==> config.mk <==
export PLATFORM = sky130hd
export DESIGN_NAME = mac_ws_pe
export DESIGN_NICKNAME = d
export VERILOG_FILES = /design/src/rtl/mac_pkg.sv /design/src/rtl/mac_sat_add.sv /design/src/rtl/mac_ws_pe.sv
export SDC_FILE = /design/constraint.sdc
export NUM_CORES = 1
export LEC_CHECK = 0
export ABC_AREA = 1
export BUFFER_PORTS_ARGS = -buffer_cell sky130_fd_sc_hd__buf_2
export CELL_PAD_IN_SITES_DETAIL_PLACEMENT = 2
export CELL_PAD_IN_SITES_GLOBAL_PLACEMENT = 2
export CORE_MARGIN = 3
export CORE_UTILIZATION = 36
export DETAILED_ROUTE_END_ITERATION = 7
export GPL_ROUTABILITY_DRIVEN = 0
export PLACE_DENSITY = 0.81
export SLEW_MARGIN = 20
export SYNTH_ARGS = -nofsm -noshare
export SYNTH_HDL_FRONTEND = slang
export SYNTH_SLANG_ARGS = --single-unit
==> constraint.sdc <==
create_clock -name clk -period 6.1 [get_ports clk]
set_clock_uncertainty 0.2 [all_clocks]
set_input_delay 0.305 -clock clk [delete_from_list [all_inputs] [get_ports clk]]
set_output_delay 0.305 -clock clk [all_outputs]
set_load 0.02 [all_outputs]
==> src/rtl/mac_pkg.sv <==
// Shared width defaults and saturation limits for the weight-stationary MAC processing element.
package mac_pkg;

  localparam int IFMAP_BITWIDTH_DEF = 16;
  localparam int W_BITWIDTH_DEF     = 8;
  localparam int OFMAP_BITWIDTH_DEF = 32;
  localparam int PROD_BITWIDTH_DEF  = IFMAP_BITWIDTH_DEF + W_BITWIDTH_DEF;

  localparam logic [OFMAP_BITWIDTH_DEF-1:0] OFMAP_SAT_MAX =
    {1'b0, {(OFMAP_BITWIDTH_DEF-1){1'b1}}};
  localparam logic [OFMAP_BITWIDTH_DEF-1:0] OFMAP_SAT_MIN =
    {1'b1, {(OFMAP_BITWIDTH_DEF-1){1'b0}}};

endpackage

==> src/rtl/mac_sat_add.sv <==
// Widened signed add of product and partial sum with overflow detect and clamp-or-wrap result.
module mac_sat_add
  import mac_pkg::*;
#(
  parameter int PROD_BITWIDTH  = PROD_BITWIDTH_DEF,
  parameter int OFMAP_BITWIDTH = OFMAP_BITWIDTH_DEF,
  parameter int SATURATE       = 1
) (
  input  logic [PROD_BITWIDTH-1:0]  product,
  input  logic [OFMAP_BITWIDTH-1:0] addend,
  output logic [OFMAP_BITWIDTH-1:0] result,
  output logic                      overflow
);

  localparam int EXT_BITS = OFMAP_BITWIDTH + 1 - PROD_BITWIDTH;

  localparam logic [OFMAP_BITWIDTH-1:0] SAT_MAX = {1'b0, {(OFMAP_BITWIDTH-1){1'b1}}};
  localparam logic [OFMAP_BITWIDTH-1:0] SAT_MIN = {1'b1, {(OFMAP_BITWIDTH-1){1'b0}}};

  logic [OFMAP_BITWIDTH:0] prod_ext;
  logic [OFMAP_BITWIDTH:0] add_ext;
  logic [OFMAP_BITWIDTH:0] sum;

  assign prod_ext = {{EXT_BITS{product[PROD_BITWIDTH-1]}}, product};
  assign add_ext  = {addend[OFMAP_BITWIDTH-1], addend};
  assign sum      = prod_ext + add_ext;

  // One guard bit is enough: the two top bits disagree exactly when the sum leaves the range.
  assign overflow = sum[OFMAP_BITWIDTH] ^ sum[OFMAP_BITWIDTH-1];

  always_comb begin
    result = sum[OFMAP_BITWIDTH-1:0];
    if ((SATURATE != 0) && overflow) begin
      result = sum[OFMAP_BITWIDTH] ? SAT_MIN : SAT_MAX;
    end
  end

endmodule

==> src/rtl/mac_ws_pe.sv <==
// Weight-stationary MAC processing element: double-buffered weight, registered operand
// forwarding and a one-cycle multiply-accumulate into the partial-sum chain.
module mac_ws_pe
  import mac_pkg::*;
#(
  parameter int IFMAP_BITWIDTH = IFMAP_BITWIDTH_DEF,
  parameter int W_BITWIDTH     = W_BITWIDTH_DEF,
  parameter int OFMAP_BITWIDTH = OFMAP_BITWIDTH_DEF,
  parameter int SATURATE       = 1
) (
  input  logic                      clk,
  input  logic                      rstn,
  input  logic                      w_load_in,
  input  logic [W_BITWIDTH-1:0]     w_data_in,
  output logic                      w_load_out,
  output logic [W_BITWIDTH-1:0]     w_data_out,
  input  logic                      w_swap_in,
  output logic                      w_swap_out,
  input  logic                      ifmap_valid_in,
  input  logic [IFMAP_BITWIDTH-1:0] ifmap_data_in,
  output logic                      ifmap_valid_out,
  output logic [IFMAP_BITWIDTH-1:0] ifmap_data_out,
  input  logic                      MAC_valid_in,
  input  logic [OFMAP_BITWIDTH-1:0] MAC_data_in,
  output logic                      MAC_valid_out,
  output logic [OFMAP_BITWIDTH-1:0] MAC_data_out,
  output logic                      sat_flag_out
);

  localparam int PROD_BITWIDTH = IFMAP_BITWIDTH + W_BITWIDTH;

  logic [W_BITWIDTH-1:0]     shadow_w;
  logic [W_BITWIDTH-1:0]     active_w;
  logic [PROD_BITWIDTH-1:0]  w_ext;
  logic [PROD_BITWIDTH-1:0]  x_ext;
  logic [PROD_BITWIDTH-1:0]  product;
  logic [OFMAP_BITWIDTH-1:0] addend;
  logic [OFMAP_BITWIDTH-1:0] mac_result;
  logic                      mac_overflow;

  assign w_data_out = shadow_w;

  // Both operands widened to the full product width so the low bits of the
  // unsigned multiply equal the signed product.
  assign w_ext   = {{IFMAP_BITWIDTH{active_w[W_BITWIDTH-1]}}, active_w};
  assign x_ext   = {{W_BITWIDTH{ifmap_data_in[IFMAP_BITWIDTH-1]}}, ifmap_data_in};
  assign product = w_ext * x_ext;
  assign addend  = MAC_valid_in ? MAC_data_in : '0;

  mac_sat_add #(
    .PROD_BITWIDTH  (PROD_BITWIDTH),
    .OFMAP_BITWIDTH (OFMAP_BITWIDTH),
    .SATURATE       (SATURATE)
  ) u_sat_add (
    .product  (product),
    .addend   (addend),
    .result   (mac_result),
    .overflow (mac_overflow)
  );

  // Active takes the pre-edge shadow, so a load and swap together move the old weight in.
  always_ff @(posedge clk or negedge rstn) begin
    if (!rstn) begin
      shadow_w   <= '0;
      active_w   <= '0;
      w_load_out <= 1'b0;
      w_swap_out <= 1'b0;
    end else begin
      w_load_out <= w_load_in;
      w_swap_out <= w_swap_in;
      if (w_load_in) shadow_w <= w_data_in;
      if (w_swap_in) active_w <= shadow_w;
    end
  end

  always_ff @(posedge clk or negedge rstn) begin
    if (!rstn) begin
      ifmap_valid_out <= 1'b0;
      ifmap_data_out  <= '0;
      MAC_valid_out   <= 1'b0;
      MAC_data_out    <= '0;
      sat_flag_out    <= 1'b0;
    end else begin
      ifmap_valid_out <= ifmap_valid_in;
      MAC_valid_out   <= ifmap_valid_in;
      if (ifmap_valid_in) begin
        ifmap_data_out <= ifmap_data_in;
        MAC_data_out   <= mac_result;
        sat_flag_out   <= mac_overflow;
      end else begin
        sat_flag_out   <= 1'b0;
      end
    end
  end

endmodule

* After elaboration in Yosys (flattened, before gate mapping)
Index checks and enable logic that the tools add are counted. Widths: inputs -> output; s select.
Storage, ports and cells: bits in registers 68, logic and storage cells 15
Operators by class: $add $sub $neg 1, multiply operators 1, multiplexer cells 4, bitwise logic cells 1
Operators with widths (count):
- $mux 32 | 3
- $add 24x32->33 | 1
- $mul 8x16->24 | 1
- $mux 1 | 1
- $xor 1x1->1 | 1

* Longest topological paths before layout
depth after elaboration 4, mapped depth 26

* Modules after synthesis
A second synthesis with hierarchy kept.
Unflattened totals: cell total of the unflattened synthesis 1498, area, all modules 10446.3 µm²
Modules (own cells, without submodules):
- mac_ws_pe | times used 1, cells each 1005, area each 7888.8 µm²
- mac_sat_add | times used 1, cells each 493, area each 2557.5 µm²

* Worst setup path before layout
No wires, ideal clock.
path type register to register, from register active_w[2], to register MAC_data_out[11], arrival 5142 ps, path slack 636 ps, stages on the path, launching flop included 24, cells stage by stage dfrtp_1 -> clkbuf_1 -> clkbuf_1 -> nand2_1 -> fa_1 -> fa_1 -> inv_1 -> fa_1 -> fa_1 -> ha_1 -> ha_1 -> nand2_1 -> inv_1 -> nand2_1 -> nand2_1 -> nand2_1 -> nand2_1 -> a21oi_2 -> nand2_1 -> nand2_1 -> nand2_2 -> a21oi_4 -> buf_6 -> a21oi_1
Between the ends: longest elaborated chain between the ends 4, elaborated cells between the ends (all ways) 5, classes of those cells 1 x add/sub; 1 x mul; 2 x mux; 1 x bitwise
RTL lines:
- start, declared | RTL line mac_ws_pe.sv:33 | logic [W_BITWIDTH-1:0] active_w;
- start signal, assigned | RTL line mac_ws_pe.sv:72 | if (w_swap_in) active_w <= shadow_w;
- $mul 8x16->24 (*) | RTL line mac_ws_pe.sv:47 | assign product = w_ext * x_ext;
- $add 24x32->33 (*) | RTL line mac_sat_add.sv:26 | assign sum = prod_ext + add_ext;
- $mux 32 or $xor 1x1->1 (tied branches) | RTL line mac_sat_add.sv:34, mac_sat_add.sv:29
- $mux 32 (*) | RTL line mac_sat_add.sv:33 | if ((SATURATE != 0) && overflow) begin
- end signal, assigned | RTL line mac_ws_pe.sv:88 | MAC_data_out <= mac_result;
- end, declared | RTL line mac_ws_pe.sv:26 | output logic [OFMAP_BITWIDTH-1:0] MAC_data_out,
Mark *: on every way between the ends. The rest lies on a longest branch, timed or not. A chain may end at the register's enable or synchronous reset.

* Final worst setup path
from register active_w[2], to register MAC_data_out[17]
The elaborated chain is that of the path after synthesis.

==> impl_metrics.env <==
export IMPL_outcome="complete, but fails checks"
export IMPL_violations_in_the_final_reports="negative hold slack"
export IMPL_grt_overflow_total=0
export IMPL_timing_critical_path_from_type="flop"
export IMPL_grt_antenna_before_repair=0
export IMPL_route_detailed_drc=0
export IMPL_worstHoldPathType="input pin to asynchronous set/reset pin"
export IMPL_grt_met2_usage_pct=47.7
export IMPL_synthCells=1256
export IMPL_root_buffer="sky130_fd_sc_hd__clkbuf_16"
export IMPL_stdcell_count=1740
export IMPL_dpl_cell_count=1716
export IMPL_critical_path_required_ps=6130
export IMPL_final_area_um2=11300
export IMPL_die_area_um2=29700
export IMPL_clk_pin_slew_worst_paths_ps=70
export IMPL_coreArea_um2=27100
export IMPL_dpl_instance_area_um2=10900
export IMPL_synth_net_count=1554
export IMPL_hold_viol=68
export IMPL_grt_max_degree=69
export IMPL_path_max_fanout=25
export IMPL_std_cell_rows=60
export IMPL_via_per_inst=4.87
export IMPL_initial_utilization_pct=36.8
export IMPL_number_of_max_slew_violations_in_the_final_report=0
export IMPL_synthMuxAreaShare_pct=0.113
export IMPL_cp_most_frequent_cell="sky130_fd_sc_hd__fa_1"
export IMPL_timing_max_cap_violations=0
export IMPL_final_setup_viol_count=0
export IMPL_timing_fmax_mhz=174
export IMPL_whs_ps=-30.5
export IMPL_met1_usage_pct=27.2
export IMPL_layout_commonest_cell="sky130_fd_sc_hd__nand2_1"
export IMPL_number_of_cts_inserted_buffers=9
export IMPL_final_period_minus_worst_setup_slack_ps=5730
export IMPL_adder_cell_fraction_of_synth_area_pct=42.0
export IMPL_antenna_cells=0
export IMPL_num_vias=8476
export IMPL_grt_total_usage_pct=24.3
export IMPL_most_frequent_cells_in_the_layout="sky130_fd_sc_hd__nand2_1, sky130_fd_sc_hd__inv_1, sky130_fd_sc_hd__fa_1"
export IMPL_worst_r2r_startpoint="active_w[2]"
export IMPL_grtUsageMet3_pct=2.93
export IMPL_ys_warn_count=0
export IMPL_avgRoutedWirePerCell_um=20.0
export IMPL_fp_dieH_um=172
export IMPL_synth_yosys_seq_area_share_pct=17.1
export IMPL_ys_ff_latch=68
export IMPL_r2r_setup_slack_ps=370
export IMPL_cts_tree="done"
export IMPL_dp_hpwl_mm=27.4
export IMPL_die_width_um=172
export IMPL_maxSlewHeadroom_pct=40.0
export IMPL_drive_gt1_share_pct=13.5
export IMPL_grt_first_pass_wirelength_mm=55.7
export IMPL_grt_setup_unrepaired="false"
export IMPL_worstMarginPinSlew_ps=899
export IMPL_synth_simple_gate_area_share_pct=20.6
export IMPL_utilization_pct=41.8
export IMPL_drtPass1Iterations=4
export IMPL_deepest_level_of_the_cts_h_tree=3
export IMPL_netlist_area_before_placement_um2=9960
export IMPL_synth_compound_area_share_pct=5.58
export IMPL_finalNetCount=1661
export IMPL_syn_mean_instance_area_um2=7.93
export IMPL_via_count_of_the_first_global_routing_pass=10200
export IMPL_share_of_the_synthesized_netlist_area_taken_by_xor_and_xnor_gates_pct=2.73
export IMPL_violation_count_after_the_first_detailed_route_iteration=386
export IMPL_reg2reg_depth=20
export IMPL_setup_total_negative_slack_ps=0
export IMPL_main_combinational_cell_family_by_area_after_synthesis="adder cells"
export IMPL_top_usage_layer="met2"
export IMPL_finalWirelength_mm=34.8
export IMPL_io_pin_count=123
export IMPL_final_period_utilization_pct=94.0
export IMPL_critical_path_arrival_ps=5760
export IMPL_critical_path_slowest_cell="sky130_fd_sc_hd__fa_1"
export IMPL_worst_setup_path_end_kind="flop"
export IMPL_worstPathCellList="buf_4, nand2_1, fa_1, fa_1, inv_1, fa_1, fa_1, fa_1, ha_1, a21oi_2, nand2_2, nand3_1, nand3_2, nand2_2, nand2_1, nand2_1, nand2_2, a21oi_4, buf_6, a21oi_1"
export IMPL_clockBufferDepth=2
export IMPL_synth_cell_types=31
export IMPL_clock_sinks=68
export IMPL_crit_type="flop to flop"
export IMPL_antenna_viol_nets_final=0
export IMPL_insertion_delay_of_the_later_clocked_pin_in_the_worst_skew_pair_ps=350
export IMPL_synthToLayoutAreaGrowth_pct=13.6
export IMPL_critical_path_max_stage_delay_ps=560
export IMPL_total_of_buffers_placed_on_input_and_output_ports=122
export IMPL_worst_r2r_endpoint="MAC_data_out[17]"
==> flip-flops by register name, indices dropped and copies added (netlist names) <==
register        count
MAC_data_out       32
MAC_valid_out       1
active_w            8
ifmap_data_out     16
sat_flag_out        1
w_data_out          8
w_load_out          1
w_swap_out          1
==> final cells by class <==
| cell class | instances | area [µm²] |
|---|---|---|
| timing repair buffer | 147 | 820 |
| fill | 3124 | 15800 |
| clock inverter | 7 | 51.3 |
| inverter | 258 | 976 |
| tap | 372 | 465 |
| multi-input combinational | 879 | 7080 |
| sequential | 68 | 1700 |
| clock buffer | 9 | 225 |
==> critical path, delay by kind of cell, from the launching register on <==
family	cells	cell delay [ps]
buf+inv	3	610
flops	1	460
compound gates	3	520
simple gates	8	880
fa+ha+maj	6	2950
==> per-layer routing <==
metal / wire (µm) / up-vias
li1: - / 3917
met1: 13300 / 4356
met2: 19600 / 149
met3: 1030 / 54
met4: 871 / 0
met5: 0 / -
==> synthesized netlist by cell type <==
cell type                  count  area, µm²
sky130_fd_sc_hd__a21o_1        3       22.5
sky130_fd_sc_hd__clkbuf_1     44        165
sky130_fd_sc_hd__mux2_2        1       11.3
sky130_fd_sc_hd__a21oi_2       7       61.3
sky130_fd_sc_hd__a21oi_4       1       16.3
sky130_fd_sc_hd__a31o_2        2       17.5
sky130_fd_sc_hd__inv_1       257        965
sky130_fd_sc_hd__dfrtp_1      68       1700
sky130_fd_sc_hd__xnor2_1      11       96.3
sky130_fd_sc_hd__o21ai_0      22        110
sky130_fd_sc_hd__buf_1         1       3.75
sky130_fd_sc_hd__nand3b_1      3       22.5
sky130_fd_sc_hd__buf_4         4       30.0
sky130_fd_sc_hd__a21boi_2      1       11.3
sky130_fd_sc_hd__fa_1        164       3280
sky130_fd_sc_hd__nand4_1       6       37.5
sky130_fd_sc_hd__a21oi_1      52        260
sky130_fd_sc_hd__nor3_1        5       25.0
sky130_fd_sc_hd__ha_1         72        901
sky130_fd_sc_hd__nand2_1     366       1370
sky130_fd_sc_hd__nand3_1      32        160
sky130_fd_sc_hd__o21bai_1      5       37.5
sky130_fd_sc_hd__nand2_2       9       56.3
sky130_fd_sc_hd__nor2_1       92        345
sky130_fd_sc_hd__or2_2         1       6.26
sky130_fd_sc_hd__buf_6         2       22.5
sky130_fd_sc_hd__o211a_1       1       10.0
sky130_fd_sc_hd__clkinv_1      1       3.75
sky130_fd_sc_hd__xor2_1       20        175
sky130_fd_sc_hd__nand3_2       2       20.0
sky130_fd_sc_hd__o21ai_2       1       8.76
==> worst max-delay path by stage <==
stage / startpoint / end / slack (ps)
6_report: active_w[2] / MAC_data_out[17] / 370
4_1_cts: active_w[4] / MAC_data_out[17] / 10
3_5_place_dp: active_w[4] / MAC_data_out[19] / 110
2_1_floorplan: active_w[2] / MAC_data_out[11] / 640
3_3_place_gp: active_w[4] / MAC_data_out[19] / 280
5_1_grt: active_w[6] / MAC_data_out[6] / 2
==> through the flow <==
stage | hold slack, ps | setup slack, ps
3_3_place_gp | 248 | 280
5_1_grt | 12.6 | 1.98
4_1_cts | 1.01 | 12.4
6_report | -30.5 | 365
3_5_place_dp | 254 | 108
2_1_floorplan | -191 | 636
==> cell families (layout without fill, tap and decap cells) <==
family | after synthesis | after routing
AND/OR/NAND/NOR | 516 | 516
buffers and inverters | 309 | 421
adder cells (fa/ha/maj) | 236 | 236
AO/OA/AOI/OAI | 95 | 95
flip-flops | 68 | 68
XOR/XNOR | 31 | 31
multiplexers | 1 | 1
==> what timing repair did <==
action | 4_1_cts | 5_1_grt
hold buffers | 7 | 0
buffers inserted | 0 | 1
endpoints found under the setup margin | 0 | 32
resized for setup | 0 | 6
hold endpoints to repair | 7 | 0
Power is left out: the tool's default activity adds up to more than one toggle a clock period on the data nets, which glitch-free logic cannot reach.
